--- src/rtl/twitchcore_mem_arbiter.sv ---
// Arbitrates the single-port unified RAM between instruction fetch and load/store.
// Define TWITCHCORE_ARB_RR_EN for round-robin ties; default is data priority with a fetch starvation guard.
module twitchcore_mem_arbiter #(
  parameter int unsigned ADDR_W     = 14,
  parameter int unsigned STARVE_MAX = 4
) (
  input  logic              clk,
  input  logic              resetn,
  input  logic              i_req,
  input  logic [ADDR_W-1:0] i_addr,
  output logic              i_gnt,
  output logic              i_rvalid,
  output logic [31:0]       i_rdata,
  input  logic              d_req,
  input  logic [ADDR_W-1:0] d_addr,
  input  logic [31:0]       d_wdata,
  input  logic [3:0]        d_wstrb,
  output logic              d_gnt,
  output logic              d_rvalid,
  output logic [31:0]       d_rdata,
  output logic              mem_en,
  output logic [3:0]        mem_wstrb,
  output logic [ADDR_W-1:0] mem_addr,
  output logic [31:0]       mem_wdata,
  input  logic [31:0]       mem_rdata,
  output logic              busy
);

  typedef enum logic [1:0] {S_IDLE, S_ISSUE, S_WAIT} state_t;

  state_t              state_q, state_d;
  logic                owner_q, owner_d;   // 1 = load/store owns the access
  logic [3:0]          wstrb_q, wstrb_d;
  logic                i_gnt_q, i_gnt_d, d_gnt_q, d_gnt_d;
  logic                i_rvalid_q, i_rvalid_d, d_rvalid_q, d_rvalid_d;
  logic [31:0]         i_rdata_q, i_rdata_d, d_rdata_q, d_rdata_d;
  logic                mem_en_q, mem_en_d;
  logic [3:0]          mem_wstrb_q, mem_wstrb_d;
  logic [ADDR_W-1:0]   mem_addr_q, mem_addr_d;
  logic [31:0]         mem_wdata_q, mem_wdata_d;
  logic                busy_q, busy_d;
  logic                arb_pt, any_req, pick_d;

  assign arb_pt  = (state_q == S_IDLE) || (state_q == S_WAIT);
  assign any_req = i_req | d_req;

`ifdef TWITCHCORE_ARB_RR_EN
  logic last_q, last_d;   // 1 = data was granted last

  assign pick_d = d_req && (!i_req || !last_q);

  always_comb begin
    last_d = last_q;
    if (arb_pt && any_req) last_d = pick_d;
  end

  always_ff @(posedge clk) begin
    if (!resetn) last_q <= 1'b0;
    else         last_q <= last_d;
  end
`else
  localparam logic [7:0] STARVE_LIM = 8'(STARVE_MAX);

  logic [7:0] starve_q, starve_d;

  assign pick_d = d_req && (!i_req || (starve_q != STARVE_LIM));

  // Any fetch win, or fetch idle at an arbitration point, forgives the backlog.
  always_comb begin
    starve_d = starve_q;
    if (arb_pt) begin
      if (!i_req || !pick_d)          starve_d = '0;
      else if (starve_q != STARVE_LIM) starve_d = starve_q + 8'd1;
    end
  end

  always_ff @(posedge clk) begin
    if (!resetn) starve_q <= '0;
    else         starve_q <= starve_d;
  end
`endif

  always_comb begin
    state_d     = state_q;
    owner_d     = owner_q;
    wstrb_d     = wstrb_q;
    i_gnt_d     = 1'b0;
    d_gnt_d     = 1'b0;
    i_rvalid_d  = 1'b0;
    d_rvalid_d  = 1'b0;
    i_rdata_d   = i_rdata_q;
    d_rdata_d   = d_rdata_q;
    mem_en_d    = 1'b0;
    mem_wstrb_d = '0;
    mem_addr_d  = mem_addr_q;
    mem_wdata_d = mem_wdata_q;

    case (state_q)
      S_ISSUE: state_d = S_WAIT;
      S_WAIT: begin
        state_d = S_IDLE;
        if (owner_q) begin
          d_rvalid_d = 1'b1;
          d_rdata_d  = (wstrb_q == 4'b0000) ? mem_rdata : '0;
        end else begin
          i_rvalid_d = 1'b1;
          i_rdata_d  = mem_rdata;
        end
      end
      default: state_d = S_IDLE;
    endcase

    // Grant and RAM command are registered here so they appear during ISSUE.
    if (arb_pt && any_req) begin
      state_d    = S_ISSUE;
      owner_d    = pick_d;
      mem_en_d   = 1'b1;
      if (pick_d) begin
        d_gnt_d     = 1'b1;
        wstrb_d     = d_wstrb;
        mem_wstrb_d = d_wstrb;
        mem_addr_d  = d_addr;
        mem_wdata_d = d_wdata;
      end else begin
        i_gnt_d     = 1'b1;
        wstrb_d     = '0;
        mem_addr_d  = i_addr;
      end
    end

    busy_d = (state_d != S_IDLE);
  end

  always_ff @(posedge clk) begin
    if (!resetn) begin
      state_q     <= S_IDLE;
      owner_q     <= 1'b0;
      wstrb_q     <= '0;
      i_gnt_q     <= 1'b0;
      d_gnt_q     <= 1'b0;
      i_rvalid_q  <= 1'b0;
      d_rvalid_q  <= 1'b0;
      i_rdata_q   <= '0;
      d_rdata_q   <= '0;
      mem_en_q    <= 1'b0;
      mem_wstrb_q <= '0;
      mem_addr_q  <= '0;
      mem_wdata_q <= '0;
      busy_q      <= 1'b0;
    end else begin
      state_q     <= state_d;
      owner_q     <= owner_d;
      wstrb_q     <= wstrb_d;
      i_gnt_q     <= i_gnt_d;
      d_gnt_q     <= d_gnt_d;
      i_rvalid_q  <= i_rvalid_d;
      d_rvalid_q  <= d_rvalid_d;
      i_rdata_q   <= i_rdata_d;
      d_rdata_q   <= d_rdata_d;
      mem_en_q    <= mem_en_d;
      mem_wstrb_q <= mem_wstrb_d;
      mem_addr_q  <= mem_addr_d;
      mem_wdata_q <= mem_wdata_d;
      busy_q      <= busy_d;
    end
  end

  assign i_gnt     = i_gnt_q;
  assign d_gnt     = d_gnt_q;
  assign i_rvalid  = i_rvalid_q;
  assign d_rvalid  = d_rvalid_q;
  assign i_rdata   = i_rdata_q;
  assign d_rdata   = d_rdata_q;
  assign mem_en    = mem_en_q;
  assign mem_wstrb = mem_wstrb_q;
  assign mem_addr  = mem_addr_q;
  assign mem_wdata = mem_wdata_q;
  assign busy      = busy_q;

endmodule

--- config.mk ---
export PLATFORM = sky130hd
export DESIGN_NAME = twitchcore_mem_arbiter
export DESIGN_NICKNAME = d
export VERILOG_FILES = /design/src/rtl/twitchcore_mem_arbiter.sv
export SDC_FILE = /design/constraint.sdc
export NUM_CORES = 1
export LEC_CHECK = 0
export BUFFER_PORTS_ARGS = -buffer_cell sky130_fd_sc_hd__clkbuf_2
export CAP_MARGIN = 20
export CORE_ASPECT_RATIO = 0.7
export CORE_MARGIN = 2
export CORE_UTILIZATION = 35
export CTS_BUF_LIST = sky130_fd_sc_hd__clkbuf_16
export CTS_CLUSTER_SIZE = 24
export DETAILED_ROUTE_END_ITERATION = 16
export HOLD_SLACK_MARGIN = 0.02
export PLACE_DENSITY_LB_ADDON = 0.25
export SYNTH_ARGS = -nofsm -noshare
export SYNTH_HDL_FRONTEND = slang
export SYNTH_SLANG_ARGS = --single-unit
--- constraint.sdc ---
create_clock -name clk -period 2.3 [get_ports clk]
set_input_delay 0.23 -clock clk [delete_from_list [all_inputs] [get_ports clk]]
set_output_delay 0.23 -clock clk [all_outputs]
set_load 0.03 [all_outputs]
### Yosys cells after proc, flatten, opt, wreduce, memory -nomap -nowiden

Cells that the tools add are included.

* flip-flop bits (word level): 135
* output and inout port bits: 120
* word-level logic and storage cells: 50

* add/sub/neg operators: 1
* equal/unequal tests: 3
* mux-type cells: 12
* bitwise logic cells: 2
* reductions and logical operators: 17

Operators by type and width (number)
* $mux W32: 1
* $mux W8: 2
* $mux W14: 1
* $reduce_and A2 Y1: 6
* $add A8 B1 Y8 const B: 1
* $ne A8 B3 Y1 const B: 1
* $mux W1: 5
* $logic_not A4 Y1: 1
* $mux W2: 2
* $mux W4: 1
* $reduce_bool A2 Y1: 2
* $logic_or A1 B1 Y1: 3
* $eq A2 B1 Y1 const B: 1
* $eq A2 B2 Y1 const B: 1
* $logic_and A1 B1 Y1: 2
* $logic_not A1 Y1: 2
* $logic_not A2 Y1: 1
* $not A1 Y1: 1
* $or A1 B1 Y1: 1

### Logic depth before layout (Yosys ltp)

Gate-level depths: netlist of the first run.

* depth in word-level cells: 7
* depth in mapped cells: 6

### Worst setup path after synthesis of the first run

OpenSTA, ideal clock, no wires.

* path kind: reg-to-reg
* from: reg starve_q[0]
* to: reg mem_wdata_q[0] (netlist: mem_wdata[0])
* arrival time: 1639 ps
* path slack: 589 ps
* cell stages (with the launch flop): 7
* buffers on the path: 1
* period minus slack after synthesis: 1711 ps
* cell sequence: dfxtp_1 > inv_1 > ha_1 > and4bb_1 > a211oi_4 > buf_4 > mux2i_1

* cells in the longest elaborated chain, start to end: 4

RTL lines
* start, declared: RTL line 64 `logic [7:0] starve_q, starve_d;`
* start signal, assigned: RTL line 79 `else starve_q <= starve_d;`
* $ne A8 B3 Y1: RTL line 66 `assign pick_d = d_req && (!i_req || (starve_q != STARVE_LIM));`
* $logic_or A1 B1 Y1: RTL line 66
* $logic_and A1 B1 Y1: RTL line 66
* $reduce_and A2 Y1 (no line)
* end signal, assigned: RTL line 163 `mem_wdata_q <= mem_wdata_d;`
* end, declared: RTL line 40 `logic [31:0] mem_wdata_q, mem_wdata_d;`

Every way passes these cells.
A chain may end at the register's enable or synchronous reset.

### Final worst setup path of the first run

* from: reg starve_q[0]
* to: reg mem_addr_q[2] (netlist: mem_addr[2])

* cells in the longest elaborated chain, start to end: 4

RTL lines
* $ne A8 B3 Y1: RTL line 66
* $logic_or A1 B1 Y1: RTL line 66
* $logic_and A1 B1 Y1: RTL line 66
* $mux W14: RTL line 118 `if (pick_d) begin`
* end signal, assigned: RTL line 162 `mem_addr_q <= mem_addr_d;`
* end, declared: RTL line 39 `logic [ADDR_W-1:0] mem_addr_q, mem_addr_d;`

Every way passes these cells.

==> flow_metrics.tcl, run 1 <==
set metrics [dict create \
    status "finished clean" \
    hold_buffers 0 \
    synthMuxAreaShare 0.0632 \
    io_pins 220 \
    synth_area_um2 5230 \
    synth_xor_area_frac 0.00670 \
    p_per_area_nw_per_um2 835 \
    layout_common_cells "219 x clkbuf_2, 164 x nand2_1, 134 x dfxtp_1" \
    synth_edf_count 0 \
    synthTopCellsByArea "dfxtp_1 51%, nand2_1 12%, mux2i_1 6.3%" \
    cp_cell_sequence "inv_1 -> ha_1 -> and4bb_1 -> buf_4 -> a2111oi_0 -> a211oi_1" \
    cts_setup_buffers 0 \
    pre_cts_ws_ns 0.431 \
    vias_per_cell 4.82 \
    dp_hpwl_um 9550 \
    hold_viol_final 0 \
    dpl_cell_area_um2 6480 \
    syn2layout_area_growth_pct 35.0 \
    slew_headroom 0.477 \
    ys_types 46 \
    final_common_cell "clkbuf_2" \
    layout.nets 899 \
    synth_seq_cells 134 \
    first_pass_iters 4 \
    drt-initial-drc-count 163 \
    seq_area_frac_synth 0.513 \
    final_area_um2 7060 \
    start_kind "flip-flop" \
    wire_per_inst_um 14.4 \
    route.met2.wl_um 5960 \
    grt_max_degree 91 \
    cp_slowest_stage_delay_ns 0.45 \
    cts_tree "built" \
    max_cap_violations 0 \
    root_buffer "clkbuf_16" \
    drc 0 \
    synth_fa_ha_area_frac 0.00479 \
    setup_tns_ns 0 \
    antenna_found_initial 0 \
    crit_family "compound AO/OA/AOI/OAI gates" \
    async_flop_share 0 \
    portBuffers 219 \
    clockBufferDepth 2 \
    num_vias 4848 \
    path_class "reg -> reg" \
    crit_buf_inv 2 \
    finalClockSkew_ns 0.00914 \
    layout_setup_ws_ns 0.408 \
    ctsResizeCount 0 \
    slew_viol_final 0 \
    fin_util 0.483 \
    wl_met1_um 7300 \
    rows 37 \
    grt_usage 0.179 \
    n_fill_cell 1448 \
    fp.dieH_um 106 \
    fin_crit_sh 0.822 \
    timing.final.crit_period_ns 1.89 \
    synthesis.nets 698 \
    fp.coreArea_um2 14600 \
    grt_pass1_wl_um 22700 \
    critPathRequiredTime_ns 2.56 \
    drive_gt1_frac 0.343 \
    synth-compound-area-share 0.157 \
    total_power_mw 5.89 \
    synth_top_family_by_area "simple AND/OR/NAND/NOR gates" \
    wl_met3_um 1130 \
    syn-mean-instance-area_um2 8.77 \
    yosysTopAreaCell "dfxtp_1" \
    cts_num_sinks 134 \
    dieArea_um2 15900 \
    power.leakage_nw 3.09 \
    max_freq_mhz 529 \
    gp_congestion 0.753 \
    clk_pin_slew_ns 0.07 \
    synthDominantCellAreaShare 0.513 \
    n_antenna_cell 0 \
    highest_layer "met4" \
    grt_overflow 0 \
    fp.dieW_um 150 \
    slowest_stage "dfxtp_1" \
    clk-insertion-delay-late_ns 0.41 \
    synthSimpleGateAreaFrac 0.208 \
    grt_pass1_vias 4377 \
    worst_setup_path_end_kind "flip-flop" \
    path_max_fanout 14 \
    ant_nets 0 \
    hold_path.class "in -> reg" \
    cts_buffers 17 \
    htreeDepth 4 \
    ir_drop_v 0.000435 \
    synth_warnings 0 \
    setup_viol_count_final 0 \
    rsz0062_at_grt "no" \
    wirelength_um 14500 \
    synthCells 596 \
    floorplan.initialDensity 0.357 \
    arrival_ns 2.15 \
    ys.flop_type "dfxtp_1" \
    tightest_slew_ns 0.783 \
]
[sequential cells by signal, summed over array words and instances, names as in the netlist]
register and count:
d_rdata 32, i_rdata 32, mem_wdata 32, mem_addr 14, starve_q 8, mem_wstrb 4
wstrb_q 4, state_q 2, busy 1, d_gnt 1, d_rvalid 1, i_gnt 1
i_rvalid 1, owner_q 1
[power breakdown]
part | leakage, nW | total, mW | switching, mW | internal, mW
combinational | 1.73 | 0.735 | 0.491 | 0.244
clock | 0.271 | 2.67 | 1.07 | 1.60
sequential | 1.09 | 2.49 | 0.0630 | 2.42
[final timing paths]
kind                                  start            to  slack [ns]  depth (start not counted)
worst max register to register  starve_q[0]   mem_addr[2]        0.41                          6
worst max-delay path            starve_q[0]   mem_addr[2]        0.41                          6
worst min-delay path             d_wdata[8]  mem_wdata[8]        0.04                          3
worst min register to register  d_rdata[14]   d_rdata[14]        0.45                          2
[tightest hold or removal path: cells and delay by family]
kind,cells,cell delay (ns)
multiplexers,1,0.05
AND/OR/NAND/NOR,1,0.04
buffers and inverters,1,0.08
[cell usage after synthesis (2+ instances only)]
cell       count
nand4b_1       2
a2111oi_0     14
inv_1          5
ha_1           2
dfxtp_1      134
o21ai_0       17
a211oi_1      19
mux2i_1       33
clkbuf_1      38
a221oi_1       2
nand2_1      164
and3_1         8
xor2_1         3
buf_4          3
or3_1          2
nor2_1        17
nand3_1       33
buf_1          2
a21oi_1       64
nor2b_1        2
buf_6          4
a31o_2         4
[cell families after synthesis]
family                   after synthesis
AO/OA/AOI/OAI                        128
XOR/XNOR                               4
adder cells (fa/ha/maj)                2
buffers and inverters                 54
flip-flops                           134
multiplexers                          33
AND/OR/NAND/NOR                      241
[per-layer routing]
metal	track usage	vias up
li1	-	2453
met1	0.251	2207
met2	0.260	177
met3	0.0588	11
met4	0.0512	0
met5	0	-
[metrics by stage]
step,hold WS (ns),instances
after CTS,0.0245,1005
after global placement,0.441,973
after floorplan,0.366,596
final,0.0402,1005
after global routing,0.0441,1005
after detailed placement,0.444,973
[area by class of cell]
cell class	count	area, µm²	area share
clock buffer	17	425	0.0603
clock inverter	15	154	0.0218
inverter	6	22.5	0.00319
multi-input combinational	408	2320	0.328
sequential	134	2680	0.380
tap	195	244	0.0346
timing repair buffer	230	1220	0.172
No activity file was read; power rests on OpenSTA's default activity.
==> run 2, diff against run 1 <==
==> constraint.sdc (replaced) <==
create_clock -name clk -period 1.7 [get_ports clk]
set_input_delay 0.17 -clock clk [delete_from_list [all_inputs] [get_ports clk]]
set_output_delay 0.17 -clock clk [all_outputs]
set_load 0.03 [all_outputs]
==> flow_metrics.tcl, run 2 (synthesized netlist as in run 1, its figures left out) <==
set metrics [dict create \
    wire_per_inst_um 14.6 \
    layout.area.seq_um2 2690 \
    ir_drop_v 0.000541 \
    setup_viol_count_final 1 \
    path_class "reg -> reg" \
    timing.final.crit_period_ns 1.70 \
    n_antenna_cell 0 \
    grt_max_degree 75 \
    io_pins 220 \
    num_vias 5215 \
    critPathRequiredTime_ns 2.02 \
    rows 37 \
    clockBufferDepth 2 \
    fp.dieH_um 106 \
    grt_use_met2 0.301 \
    slew_viol_final 0 \
    gp_congestion 0.749 \
    grt_usage 0.192 \
    drt-initial-drc-count 207 \
    r2r_slack_ns -0.0007 \
    dp_hpwl_um 9880 \
    fin_crit_sh 1.00 \
    worstHoldPathCells 2 \
    portBuffers 219 \
    r2r_cells 7 \
    n_fill_cell 1360 \
    tightest_slew_ns 0.791 \
    drc 0 \
    finalClockSkew_ns 0.0105 \
    slew_headroom 0.472 \
    violations "setup timing" \
    first_pass_iters 4 \
    fin_util 0.549 \
    antenna_found_initial 0 \
    clk_pin_slew_ns 0.06 \
    fp.coreArea_um2 14600 \
    htreeDepth 4 \
    hold_end "wstrb_q[1]" \
    grt_overflow 0 \
    syn2layout_area_growth_pct 53.7 \
    cts_buffers 17 \
    grt_pass1_vias 4943 \
    clk-insertion-delay-late_ns 0.40 \
    ant_nets 0 \
    hold_start "d_wstrb[1]" \
    dieArea_um2 15900 \
    gr-usage-met3 0.0571 \
    layout_setup_ws_ns -0.000695 \
    power.leakage_nw 3.54 \
    multi_input_area_um2 2330 \
    layout.nets 989 \
    wirelength_um 16000 \
    max_cap_violations 0 \
    vias_per_cell 4.77 \
    max_freq_mhz 588 \
    root_buffer "clkbuf_16" \
    rsz0062_at_grt "yes" \
    r2r-start "starve_q[1]" \
    grt-busiest-layer "met2" \
    p_per_area_nw_per_um2 1020 \
    gr-usage-met1 0.259 \
    path_max_fanout 5 \
    fp.dieW_um 150 \
    start_kind "flip-flop" \
    worst_setup_path_end_kind "flip-flop" \
    r2r_end "mem_wdata[6]" \
    arrival_ns 2.02 \
    hold_viol_final 0 \
    cts_tree "built" \
    grt_pass1_wl_um 24600 \
    drive_gt1_frac 0.340 \
    cts_num_sinks 134 \
    layout_common_cells "219 x clkbuf_2, 164 x nand2_1, 132 x dfxtp_1" \
    status "finished with violations" \
    final_common_cell "clkbuf_2" \
    hold_path.class "in -> reg" \
    floorplan.initialDensity 0.357 \
    total_power_mw 8.23 \
]
run 2: layout make-up:
cell class / count / area share
Timing Repair Buffer: 320 / 0.269
Inverter: 6 / 0.00280
Clock inverter: 14 / 0.0204
Multi-Input combinational cell: 408 / 0.290
Sequential cell: 134 / 0.334
Clock buffer: 17 / 0.0529
Tap cell: 195 / 0.0304
run 2: report_power, final:
group | switching [mW] | leakage (nW) | internal, mW | total, mW
registers | 0.0804 | 1.09 | 3.28 | 3.36
clock network | 1.36 | 0.283 | 2.29 | 3.65
logic | 0.724 | 2.16 | 0.502 | 1.23
total | 2.16 | 3.54 | 6.07 | 8.23
run 2: worst max-delay path, cell delays in order, from the launching register on:
cell and delay (ns):
dfxtp_2 0.33, inv_2 0.05, ha_4 0.15, and4bb_2 0.26, a211oi_4 0.33, buf_6 0.16
clkbuf_16 0.15, mux2i_1 0.20
run 2: timing repair:
item | CTS | global route
setup buffers | 0 | 3
gates resized for setup | 0 | 9
setup endpoints to repair | 0 | 46
hold endpoints to repair | 91 | 0
hold buffers | 67 | 0
run 2: per-stage QoR:
step | instance area, µm² | setup WS [ns] | TNS (ns) | hold slack (ns) | instances
floorplan | 5240 | 0.0147 | 0 | 0.306 | 596
global placement | 6650 | 0.0662 | 0 | 0.404 | 988
detailed placement | 6650 | 0.0256 | 0 | 0.407 | 988
CTS | 7910 | 0.00697 | 0 | 0.0237 | 1086
global route | 8040 | -0.0329 | -0.495 | 0.0391 | 1094
finish | 8040 | -0.000695 | -0.000695 | 0.0517 | 1094
run 2: worst max path at each step:
stage	startpoint	end	slack [ns]	depth (start not counted)
2_1_floorplan	starve_q[0]	mem_wdata[10]	0.01	6
3_3_place_gp	starve_q[0]	mem_wdata[31]	0.07	6
3_5_place_dp	starve_q[0]	mem_wdata[29]	0.03	6
4_1_cts	starve_q[0]	mem_wdata[20]	0.007	6
5_1_grt	starve_q[0]	mem_wdata[27]	-0.03	7
6_report	starve_q[1]	mem_wdata[6]	-0.0007	7
run 2: per-layer routing:
layer,vias to the layer above,share of wire
met2,205,0.45
li1,2632,-
met5,-,0
met4,0,0.0075
met3,10,0.066
met1,2368,0.48
